[src/rtl/keypad_bcd_entry_if.sv]
// Keypad and BCD display bundle between keypad_bcd_entry and its surroundings.
// master: the entry block (drives column strobes, key events and BCD digits).
// slave: the keypad matrix / consumer side (drives the active-low row lines).
interface keypad_bcd_entry_if;
  logic [3:0] row;
  logic [2:0] col;
  logic [3:0] key_code;
  logic       key_valid;
  logic       enter;
  logic [3:0] hundreds;
  logic [3:0] tens;
  logic [3:0] units;

  modport master (
    input  row,
    output col, key_code, key_valid, enter, hundreds, tens, units
  );

  modport slave (
    output row,
    input  col, key_code, key_valid, enter, hundreds, tens, units
  );
endinterface

[src/rtl/keypad_bcd_entry.sv]
// 3x4 keypad scanner with debounce, feeding a 3-digit BCD shift register; '*' clears, '#' pulses enter.
// Key event appears two cycles after the column-2 sample of the deciding scan; no backpressure (events are pulses).
// HOLD_REPEAT_EN: when defined, a held digit re-fires every REPEAT_SCANS full scans after the first accept.
module keypad_bcd_entry #(
  parameter int SCAN_DIV       = 12000,
  parameter int DEBOUNCE_SCANS = 4
`ifdef HOLD_REPEAT_EN
  , parameter int REPEAT_SCANS = 167
`endif
) (
  input  logic                clk_i,
  input  logic                rst_i,
  keypad_bcd_entry_if.master  kp_if
);

  localparam int             PRESC_W    = (SCAN_DIV > 1) ? $clog2(SCAN_DIV) : 1;
  localparam logic [PRESC_W-1:0] PRESC_LAST = PRESC_W'(SCAN_DIV - 1);
  localparam int             DB_W       = $clog2(DEBOUNCE_SCANS + 1);
  localparam logic [DB_W-1:0] DB_LAST   = DB_W'(DEBOUNCE_SCANS);
  localparam logic [3:0]     KEY_STAR   = 4'hA;
  localparam logic [3:0]     KEY_HASH   = 4'hB;

  typedef enum logic [1:0] {
    S_IDLE,
    S_DEBOUNCE,
    S_PRESSED
  } state_t;

  // Key map: rows 0..2 hold digits 1..9 left to right, row 3 is '*', '0', '#'.
  function automatic logic [3:0] key_map(input logic [1:0] r, input logic [1:0] c);
    logic [3:0] code;
    code = 4'h0;
    if (r == 2'd3) begin
      case (c)
        2'd0:    code = KEY_STAR;
        2'd2:    code = KEY_HASH;
        default: code = 4'h0;
      endcase
    end else begin
      code = ({2'b00, r} * 4'd3) + {2'b00, c} + 4'd1;
    end
    return code;
  endfunction

  // Scanner state
  logic [PRESC_W-1:0] presc_q, presc_d;
  logic [1:0]         col_idx_q, col_idx_d;
  logic [1:0]         acc_cnt_q, acc_cnt_d;   // keys seen so far this scan, saturating at 2
  logic [3:0]         acc_code_q, acc_code_d;
  logic               res_vld_q, res_vld_d;   // one-cycle strobe: a full-scan result is ready
  logic               res_none_q, res_none_d;
  logic [3:0]         res_code_q, res_code_d;

  logic [2:0]         col_hits;
  logic [3:0]         col_code;
  logic [2:0]         hits_total;
  logic [3:0]         code_sel;

  // Debounce FSM state
  state_t             state_q, state_d;
  logic [3:0]         cand_q, cand_d;
  logic [DB_W-1:0]    cnt_q, cnt_d;           // match count in DEBOUNCE, release count in PRESSED
  logic               accept;

`ifdef HOLD_REPEAT_EN
  localparam int              RPT_W    = $clog2(REPEAT_SCANS + 1);
  localparam logic [RPT_W-1:0] RPT_LAST = RPT_W'(REPEAT_SCANS);
  logic [RPT_W-1:0]   rpt_q, rpt_d;
`endif

  // Output registers
  logic [3:0]         key_code_q;
  logic               key_valid_q;
  logic               enter_q;
  logic [3:0]         hundreds_q, tens_q, units_q;

  // Prescaler, column walk and per-scan accumulation of pressed keys.
  always_comb begin
    presc_d    = presc_q + PRESC_W'(1);
    col_idx_d  = col_idx_q;
    acc_cnt_d  = acc_cnt_q;
    acc_code_d = acc_code_q;
    res_vld_d  = 1'b0;
    res_none_d = res_none_q;
    res_code_d = res_code_q;
    col_hits   = 3'd0;
    col_code   = 4'h0;
    for (int r = 0; r < 4; r++) begin
      if (!kp_if.row[r]) begin
        col_hits = col_hits + 3'd1;
        col_code = key_map(2'(r), col_idx_q);
      end
    end
    hits_total = {1'b0, acc_cnt_q} + col_hits;
    code_sel   = (col_hits == 3'd1) ? col_code : acc_code_q;
    if (presc_q == PRESC_LAST) begin
      presc_d = '0;
      if (col_idx_q == 2'd2) begin
        col_idx_d  = 2'd0;
        acc_cnt_d  = 2'd0;
        acc_code_d = 4'h0;
        res_vld_d  = 1'b1;
        res_none_d = (hits_total != 3'd1);
        res_code_d = code_sel;
      end else begin
        col_idx_d  = col_idx_q + 2'd1;
        acc_cnt_d  = (hits_total >= 3'd2) ? 2'd2 : hits_total[1:0];
        acc_code_d = code_sel;
      end
    end
  end

  // Scanner registers.
  always_ff @(posedge clk_i) begin
    if (rst_i) begin
      presc_q    <= '0;
      col_idx_q  <= 2'd0;
      acc_cnt_q  <= 2'd0;
      acc_code_q <= 4'h0;
      res_vld_q  <= 1'b0;
      res_none_q <= 1'b1;
      res_code_q <= 4'h0;
    end else begin
      presc_q    <= presc_d;
      col_idx_q  <= col_idx_d;
      acc_cnt_q  <= acc_cnt_d;
      acc_code_q <= acc_code_d;
      res_vld_q  <= res_vld_d;
      res_none_q <= res_none_d;
      res_code_q <= res_code_d;
    end
  end

  // Debounce FSM next state: advances only on full-scan result strobes.
  always_comb begin
    state_d = state_q;
    cand_d  = cand_q;
    cnt_d   = cnt_q;
    accept  = 1'b0;
`ifdef HOLD_REPEAT_EN
    rpt_d   = rpt_q;
`endif
    if (res_vld_q) begin
      case (state_q)
        S_IDLE: begin
          if (!res_none_q) begin
            cand_d = res_code_q;
            if (DB_LAST == DB_W'(1)) begin
              state_d = S_PRESSED;
              accept  = 1'b1;
              cnt_d   = '0;
`ifdef HOLD_REPEAT_EN
              rpt_d   = '0;
`endif
            end else begin
              state_d = S_DEBOUNCE;
              cnt_d   = DB_W'(1);
            end
          end
        end
        S_DEBOUNCE: begin
          if (!res_none_q && (res_code_q == cand_q)) begin
            if ((cnt_q + DB_W'(1)) == DB_LAST) begin
              state_d = S_PRESSED;
              accept  = 1'b1;
              cnt_d   = '0;
`ifdef HOLD_REPEAT_EN
              rpt_d   = '0;
`endif
            end else begin
              cnt_d = cnt_q + DB_W'(1);
            end
          end else begin
            state_d = S_IDLE;
            cnt_d   = '0;
          end
        end
        S_PRESSED: begin
          if (res_none_q) begin
            if ((cnt_q + DB_W'(1)) == DB_LAST) begin
              state_d = S_IDLE;
              cnt_d   = '0;
            end else begin
              cnt_d = cnt_q + DB_W'(1);
            end
          end else begin
            cnt_d = '0;
          end
`ifdef HOLD_REPEAT_EN
          // Only the accepted digit, still held, advances the repeat timer.
          if (!res_none_q && (res_code_q == cand_q) && (cand_q <= 4'd9)) begin
            if ((rpt_q + RPT_W'(1)) == RPT_LAST) begin
              accept = 1'b1;
              rpt_d  = '0;
            end else begin
              rpt_d = rpt_q + RPT_W'(1);
            end
          end else begin
            rpt_d = '0;
          end
`endif
        end
        default: begin
          state_d = S_IDLE;
          cnt_d   = '0;
        end
      endcase
    end
  end

  // Debounce FSM state register.
  always_ff @(posedge clk_i) begin
    if (rst_i) begin
      state_q <= S_IDLE;
      cand_q  <= 4'h0;
      cnt_q   <= '0;
`ifdef HOLD_REPEAT_EN
      rpt_q   <= '0;
`endif
    end else begin
      state_q <= state_d;
      cand_q  <= cand_d;
      cnt_q   <= cnt_d;
`ifdef HOLD_REPEAT_EN
      rpt_q   <= rpt_d;
`endif
    end
  end

  // Key event pulses and held key code.
  always_ff @(posedge clk_i) begin
    if (rst_i) begin
      key_code_q  <= 4'h0;
      key_valid_q <= 1'b0;
      enter_q     <= 1'b0;
    end else begin
      key_valid_q <= accept;
      enter_q     <= accept && (cand_d == KEY_HASH);
      if (accept) begin
        key_code_q <= cand_d;
      end
    end
  end

  // BCD value: digits shift left on entry, '*' clears, '#' leaves it alone.
  always_ff @(posedge clk_i) begin
    if (rst_i) begin
      hundreds_q <= 4'h0;
      tens_q     <= 4'h0;
      units_q    <= 4'h0;
    end else if (accept) begin
      if (cand_d <= 4'd9) begin
        hundreds_q <= tens_q;
        tens_q     <= units_q;
        units_q    <= cand_d;
      end else if (cand_d == KEY_STAR) begin
        hundreds_q <= 4'h0;
        tens_q     <= 4'h0;
        units_q    <= 4'h0;
      end
    end
  end

  assign kp_if.col       = ~(3'b001 << col_idx_q);
  assign kp_if.key_code  = key_code_q;
  assign kp_if.key_valid = key_valid_q;
  assign kp_if.enter     = enter_q;
  assign kp_if.hundreds  = hundreds_q;
  assign kp_if.tens      = tens_q;
  assign kp_if.units     = units_q;

endmodule
[src/flat_wrapper.sv]
// flat-port wrapper written by rule: the top's interface ports become plain ports
module keypad_bcd_entry_flat 
#(
  parameter int SCAN_DIV       = 12000,
  parameter int DEBOUNCE_SCANS = 4

)
  (clk_i, rst_i, kp_if_row, kp_if_col, kp_if_key_code, kp_if_key_valid, kp_if_enter, kp_if_hundreds, kp_if_tens, kp_if_units);
  keypad_bcd_entry_if kp_if_i ();
  input  logic clk_i;
  input  logic rst_i;
  input wire logic [$bits(kp_if_i.row)-1:0] kp_if_row;
  output wire logic [$bits(kp_if_i.col)-1:0] kp_if_col;
  output wire logic [$bits(kp_if_i.key_code)-1:0] kp_if_key_code;
  output wire logic [$bits(kp_if_i.key_valid)-1:0] kp_if_key_valid;
  output wire logic [$bits(kp_if_i.enter)-1:0] kp_if_enter;
  output wire logic [$bits(kp_if_i.hundreds)-1:0] kp_if_hundreds;
  output wire logic [$bits(kp_if_i.tens)-1:0] kp_if_tens;
  output wire logic [$bits(kp_if_i.units)-1:0] kp_if_units;
  assign kp_if_i.row = kp_if_row;
  assign kp_if_col = kp_if_i.col;
  assign kp_if_key_code = kp_if_i.key_code;
  assign kp_if_key_valid = kp_if_i.key_valid;
  assign kp_if_enter = kp_if_i.enter;
  assign kp_if_hundreds = kp_if_i.hundreds;
  assign kp_if_tens = kp_if_i.tens;
  assign kp_if_units = kp_if_i.units;
  keypad_bcd_entry #(.SCAN_DIV(SCAN_DIV), .DEBOUNCE_SCANS(DEBOUNCE_SCANS)) u_core (.clk_i(clk_i), .rst_i(rst_i), .kp_if(kp_if_i));
endmodule
[config.mk]
export PLATFORM = sky130hd
export DESIGN_NAME = keypad_bcd_entry_flat
export DESIGN_NICKNAME = d
export VERILOG_FILES = /design/src/rtl/keypad_bcd_entry_if.sv /design/src/rtl/keypad_bcd_entry.sv /design/src/flat_wrapper.sv
export SDC_FILE = /design/constraint.sdc
export NUM_CORES = 1
export LEC_CHECK = 0
export ABC_AREA = 1
export CORE_MARGIN = 3
export CORE_UTILIZATION = 40
export CTS_BUF_LIST = sky130_fd_sc_hd__clkbuf_2 sky130_fd_sc_hd__clkbuf_4 sky130_fd_sc_hd__clkbuf_8
export DETAILED_ROUTE_END_ITERATION = 6
export GPL_ROUTABILITY_DRIVEN = 0
export GPL_TIMING_DRIVEN = 0
export PLACE_DENSITY_LB_ADDON = 0.25
export SKIP_LAST_GASP = 1
export SLEW_MARGIN = 20
export SYNTH_ARGS = -nofsm -noshare
export SYNTH_HDL_FRONTEND = slang
export SYNTH_SLANG_ARGS = --single-unit
[constraint.sdc]
create_clock -name clk_i -period 3.09 [get_ports clk_i]
set_input_delay 0.618 -clock clk_i [delete_from_list [all_inputs] [get_ports clk_i]]
set_output_delay 0.618 -clock clk_i [all_outputs]
set_load 0.02 [all_outputs]
==> results_dict.tcl, run 1 <==
set metrics [dict create \
    place_worst_setup_slack_ns -0.6315 \
    cts_sinks 55 \
    drc 0 \
    final_util_pct 49.09 \
    status "completed" \
    cts_tree "built" \
    r2r_start "u_core.cnt_q[0]$_SDFFE_PP0P_" \
    cp.arrival_ns 3.20 \
    syn_inst 393 \
    area_growth_pct 17.69 \
    nFillCells 674 \
    crit_type "primary input to flip-flop" \
    drv_cap 0 \
    rr_worst_depth 11 \
    drv_slew 0 \
    worstMarginPinSlew_ns 0.6306 \
    startpoint_type "primary input" \
    synth-seq-cells 55 \
    ant_nets 0 \
    r2r_setup_slack_ns 1.30 \
    ios 27 \
    fin_nets 446 \
    p_per_area_nw_per_um2 364.1 \
    initial_core_util_pct 41.71 \
    worst_path_max_delay_cell "fa_1" \
    synth_nets 412 \
    final_area_um2 3372 \
    track_usage_pct 14.23 \
    die_h_um 90.64 \
    cp_max_fo 6 \
    required_ns 3.30 \
    drive_gt1_share_pct 14.02 \
    grt_pass1_vias 2376 \
    wl_mm 5.551 \
    endpoint "u_core.res_none_q$_SDFFE_PP1P_" \
    async_flop_share_pct 0 \
    antennaDiodeCount 0 \
    drt_iter0_drc 45 \
    max_freq_mhz 334.5 \
    vias 2419 \
    io_buffers 25 \
    end_kind "flip-flop" \
    cts_buffers 5 \
    hpwl_mm 4.219 \
    slew-limit-headroom_pct 57.96 \
    die_area_um2 8215 \
    critPathMaxStageDelay_ns 0.43 \
    path_clk_slew_ns 0.10 \
    yosys.area.top_type "dfxtp_1" \
    clockBufferDepth 2 \
    ys_types 37 \
    hold_buffers 0 \
    rows 30 \
    insertion_delay_ns 0.31 \
    fin_crit_ns 2.989 \
    setup_viol 0 \
    setup_ws_ns 0.1007 \
    grt-ovfl-total 0 \
    critPathLaunch "kp_if_row[1]" \
    ys_warn_count 0 \
    synthDominantCellAreaShare_pct 38.43 \
    ys_seq_area_share_pct 38.43 \
    wire_per_inst_um 10.59 \
    place_area_um2 3236 \
    syn_area_um2 2865 \
    cellLeakagePower_nw 1.355 \
    ir_drop_uv 238.5 \
    synth_edf_count 0 \
    clockRootBuffer "clkbuf_8" \
    synth_flop_cell "dfxtp_1" \
    h-tree-depth 2 \
    fin_worst_skew_ns 0.01097 \
    avgSynthCellArea_um2 7.291 \
    path_cells "dlygate4sd2_1 -> inv_2 -> ha_4 -> or2_1 -> nand2_1 -> ha_1 -> or2_2 -> o21ai_4 -> inv_2 -> fa_1 -> nand3b_1 -> a21oi_2 -> nand2_1 -> nand2_1 -> nand2_1" \
    ys_top_cells_by_area "dfxtp_1, nand2_1, inv_1" \
    vias_per_cell 4.616 \
    dr.pass1.iters 5 \
    fin_tns_setup_ns 0 \
    fin_crit_sh_pct 96.74 \
    hold-worst-slack_ns 0.4576 \
    die_w_um 90.64 \
    antenna_found_initial 0 \
    hold_viol_final 0 \
    path_common_cell "nand2_1" \
    hold_path_class "flip-flop to flip-flop" \
    timing.rr.end "u_core.kp_if.tens[2]$_SDFFE_PP0P_" \
    grt_pass1_wl_mm 9.880 \
    core-area_um2 6869 \
    grt_max_degree 20 \
]
what timing repair did:
item                                    in CTS  in global routing
buffers inserted                             0                  2
pin swaps                                    0                  2
resized for setup                            8                  3
endpoints found under the setup margin       3                  2
kinds of logic (layout without fill, tap and decap cells):
group | after synthesis | in the layout | share of synthesized area [%]
compound gates | 57 | 57 | 12.05
xor+xnor | 3 | 3 | 0.9172
fa+ha+maj | 13 | 13 | 5.939
buf+inv | 58 | 93 | 8.296
flops | 55 | 55 | 38.43
simple gates | 207 | 207 | 34.37
placed cells by master, fill, tap and decap left out, drive strengths merged, types with 2 or more instances in the layout:
cell type and n:
nand3 39, o21ai 16, xor2 2, nand4 3, clkbuf 9, or2 3, nand3b 3, dfxtp 55
clkdlybuf4s50 22, ha 12, buf 5, nand2 114, nor3 6, nor2 38, inv 52, a21oi 38
sequential cells by signal, indices dropped and copies added, names as in the netlist:
signal and flops:
u_core.presc_q 14, u_core.acc_code_q 4, u_core.cand_q 4, u_core.kp_if.hundreds 4, u_core.kp_if.key_code 4, u_core.kp_if.tens 4
u_core.kp_if.units 4, u_core.res_code_q 4, u_core.cnt_q 3, u_core.acc_cnt_q 2, u_core.col_idx_q 2, u_core.state_q 2
u_core.kp_if.enter 1, u_core.kp_if.key_valid 1, u_core.res_none_q 1, u_core.res_vld_q 1
through the flow:
| stage | std cells | power [mW] |
|---|---|---|
| after floorplan | 393 | 0.7889 |
| after global placement | 514 | 0.8103 |
| after detailed placement | 514 | 0.8118 |
| after CTS | 522 | 1.238 |
| after global routing | 524 | 1.281 |
| final | 524 | 1.228 |
worst min path at each step:
stage                                          startpoint                               endpoint  slack [ns]  cells past startpoint
floorplan                    u_core.presc_q[0]$_SDFF_PP0_           u_core.presc_q[0]$_SDFF_PP0_        0.42                      1
global placement             u_core.presc_q[0]$_SDFF_PP0_           u_core.presc_q[0]$_SDFF_PP0_        0.43                      1
detailed placement           u_core.presc_q[0]$_SDFF_PP0_           u_core.presc_q[0]$_SDFF_PP0_        0.44                      1
CTS                     u_core.acc_code_q[0]$_SDFFE_PP0N_      u_core.acc_code_q[0]$_SDFFE_PP0N_        0.46                      2
global route        u_core.kp_if.hundreds[2]$_SDFFE_PP0P_  u_core.kp_if.hundreds[2]$_SDFFE_PP0P_        0.49                      2
finish                       u_core.presc_q[0]$_SDFF_PP0_           u_core.presc_q[0]$_SDFF_PP0_        0.46                      1
cell usage after synthesis (3+ instances only):
master     n
a21oi_1   28
a21oi_2   10
clkbuf_1   4
dfxtp_1   55
ha_1      12
inv_1     50
nand2_1   96
nand2_2   17
nand3_1   37
nand3b_1   3
nand4_1    3
nor2_1    32
nor2_4     3
nor3_1     4
o21ai_0   12
per-layer routing:
layer  wire length (µm)  vias up  GRT usage, %
met5                  0        -             0
met4                 59        0         4.337
met3                110        4         2.917
met2               2644       24         24.27
met1               2736     1073         17.98
li1                   -     1318             -
layout make-up:
cell class                      instances  area (µm²)  share of cell area [%]
Multi-Input combinational cell        280        1550                   45.97
Sequential cell                        55        1101                   32.65
Timing Repair Buffer                   27       266.5                   7.904
Inverter                               51       191.4                   5.677
Tap cell                               96       120.1                   3.562
Clock buffer                            5       68.82                   2.041
Buffer                                  7       46.29                   1.373
Clock inverter                          3       27.53                  0.8163
power breakdown:
group          internal, mW  switching, mW
Clock                 0.169          0.254
Combinational        0.0330         0.0586
Sequential            0.712        0.00202
Total                 0.913          0.314
worst max-delay path, delay by kind of cell:
kind,cells,cell delay [ns]
adder cells (fa/ha/maj),3,0.87
AO/OA/AOI/OAI,2,0.25
buffers and inverters,3,0.42
AND/OR/NAND/NOR,7,1.03
Note: power is estimated with default switching activity, not from simulation.
==> run 2, diff against run 1 <==
SKIP_CTS_REPAIR_TIMING = 1   (was default)
==> run 2 against run 1 <==
Utilization decreased by 0.13 points; via count is 0.29% higher; largest cell class unchanged; critical path depth is the same; flip-flop and latch count unchanged; non-clock buffer count shrank 2; setup slack better by 0.046 ns; maximum frequency is 1.6% higher; die area is the same; global-route usage shrank 0.14 points; sequential power is essentially flat.
==> results_dict.tcl, run 2 (same netlist as run 1, synthesis figures left out) <==
set metrics [dict create \
    grt_max_degree 20 \
    p_per_area_nw_per_um2 363.7 \
    fin_crit_ns 2.943 \
    ios 27 \
    core-area_um2 6869 \
    cts_buffers 5 \
    slew-limit-headroom_pct 58.23 \
    hpwl_mm 4.219 \
    rows 30 \
    rsz0062_at_grt "no" \
    h-tree-depth 2 \
    ir_drop_uv 238.5 \
    dr.pass1.iters 4 \
    worstMarginPinSlew_ns 0.6265 \
    largest_register "u_core.presc_q" \
    required_ns 3.30 \
    layout_commonest_cell "nand2_1" \
    die_w_um 90.64 \
    cts_tree "built" \
    die_h_um 90.64 \
    cp.arrival_ns 3.15 \
    pwr-share-seq_pct 58.3 \
    sw_frac_of_total_pct 25.58 \
    cts_sinks 55 \
    wl_mm 5.520 \
    cellLeakagePower_nw 1.362 \
    drt_iter0_drc 66 \
    initial_core_util_pct 41.71 \
    path_clk_slew_ns 0.10 \
    startpoint_type "primary input" \
    grt_pass1_wl_mm 9.791 \
    io_buffers 25 \
    drc 0 \
    hold_path_class "flip-flop to flip-flop" \
    vias 2426 \
    antennaDiodeCount 0 \
    setup_viol 0 \
    internal-power_mw 0.9104 \
    p_clk_share_pct 34.5 \
    fin_nets 444 \
    insertion_delay_ns 0.31 \
    track_usage_pct 14.09 \
    status "completed" \
    hold_viol_final 0 \
    nFillCells 678 \
    drv_cap 0 \
    largest_register_ffs 14 \
    layout_common_cells "nand2_1, dfxtp_1, inv_1, nand3_1, nor2_1" \
    drv_slew 0 \
    max_freq_mhz 339.8 \
    power_switching_mw 0.3130 \
    fin_worst_skew_ns 0.01060 \
    wire_per_inst_um 10.57 \
    ant_nets 0 \
    fin_crit_sh_pct 95.25 \
    drive_gt1_share_pct 13.38 \
    cp_max_fo 6 \
    final_util_pct 48.96 \
    area_growth_pct 17.38 \
    regArea_um2 1101 \
    crit_type "primary input to flip-flop" \
    die_area_um2 8215 \
    clockBufferDepth 2 \
    end_kind "flip-flop" \
    place_worst_setup_slack_ns -0.6315 \
    vias_per_cell 4.648 \
    clockRootBuffer "clkbuf_8" \
    multiInputGateArea_um2 1550 \
    combPwrFrac_pct 7.2 \
    antenna_found_initial 0 \
    grt-ovfl-total 0 \
    grt_pass1_vias 2357 \
    setup_ws_ns 0.1467 \
]
[run 2: cell count changes in the layout (fill, tap and decap cells not counted)]
cell | before | now
buf_4 | 2 | 0
dlymetal6s2s_1 | 1 | 3
inv_2 | 3 | 2
inv_1 | 47 | 48
clkdlybuf4s15_1 | 1 | 0
dlygate4sd2_1 | 1 | 0
[run 2: path summary, 6_finish.rpt]
kind,slack (ns),depth (start not counted),from,end
worst max-delay path,0.15,15,kp_if_row[1],u_core.res_none_q$_SDFFE_PP1P_
worst min-delay path,0.46,1,u_core.presc_q[0]$_SDFF_PP0_,u_core.presc_q[0]$_SDFF_PP0_
worst max register to register,1.29,11,u_core.cnt_q[0]$_SDFFE_PP0P_,u_core.kp_if.tens[2]$_SDFFE_PP0P_
worst min register to register,0.46,1,u_core.presc_q[0]$_SDFF_PP0_,u_core.presc_q[0]$_SDFF_PP0_
[run 2: worst max-delay path, cell delays in order]
cell	delay (ns)
dlymetal6s2s_1	0.15
inv_2	0.12
ha_4	0.22
or2_1	0.24
nand2_1	0.08
ha_1	0.23
or2_2	0.30
o21ai_4	0.09
inv_1	0.08
fa_1	0.43
nand3b_1	0.19
a21oi_2	0.17
nand2_1	0.10
nand2_1	0.08
nand2_1	0.04
[run 2: metrics by stage]
| stage | setup TNS [ns] | power [mW] | instance area (µm²) | hold slack (ns) | instances |
|---|---|---|---|---|---|
| after floorplan | 0 | 0.7889 | 2865 | 0.4175 | 393 |
| after global placement | -1.654 | 0.8103 | 3236 | 0.4342 | 514 |
| after detailed placement | -1.761 | 0.8118 | 3236 | 0.4446 | 514 |
| after CTS | -0.7861 | 1.233 | 3332 | 0.4634 | 522 |
| after global routing | 0 | 1.277 | 3363 | 0.4863 | 522 |
| final | 0 | 1.223 | 3363 | 0.4576 | 522 |
[run 2: final cells by class]
type / instances / area share (%)
Multi-Input combinational cell: 280 / 46.09
Timing Repair Buffer: 25 / 7.664
Buffer: 7 / 1.376
Sequential cell: 55 / 32.74
Clock inverter: 3 / 0.8185
Tap cell: 96 / 3.571
Clock buffer: 5 / 2.046
Inverter: 51 / 5.692
[run 2: per-layer routing]
layer  routed length [µm]  vias to the layer above  share of wire (%)  global-route usage (%)
met2                 2626                       25                 48                   23.78
met5                    0                        -                  0                       0
met1                 2709                     1082                 49                   17.98
met3                  115                        6                2.1                   2.917
li1                     -                     1313                  -                       -
met4                   68                        0                1.2                   4.337
[run 2: power by group through the flow]
stage	Clock [mW]	Combinational [mW]	Sequential, mW
6_report	0.422	0.0877	0.714
5_1_grt	0.462	0.101	0.715
2_1_floorplan	0	0.0593	0.730
3_3_place_gp	0	0.0804	0.730
4_1_cts	0.437	0.0820	0.714
3_5_place_dp	0	0.0816	0.730
==> run 3, diff against run 2 <==
HOLD_SLACK_MARGIN = 0.05   (was default)
==> results of run 3 <==
Final layout, timing and power as in run 2 (identical DEF).
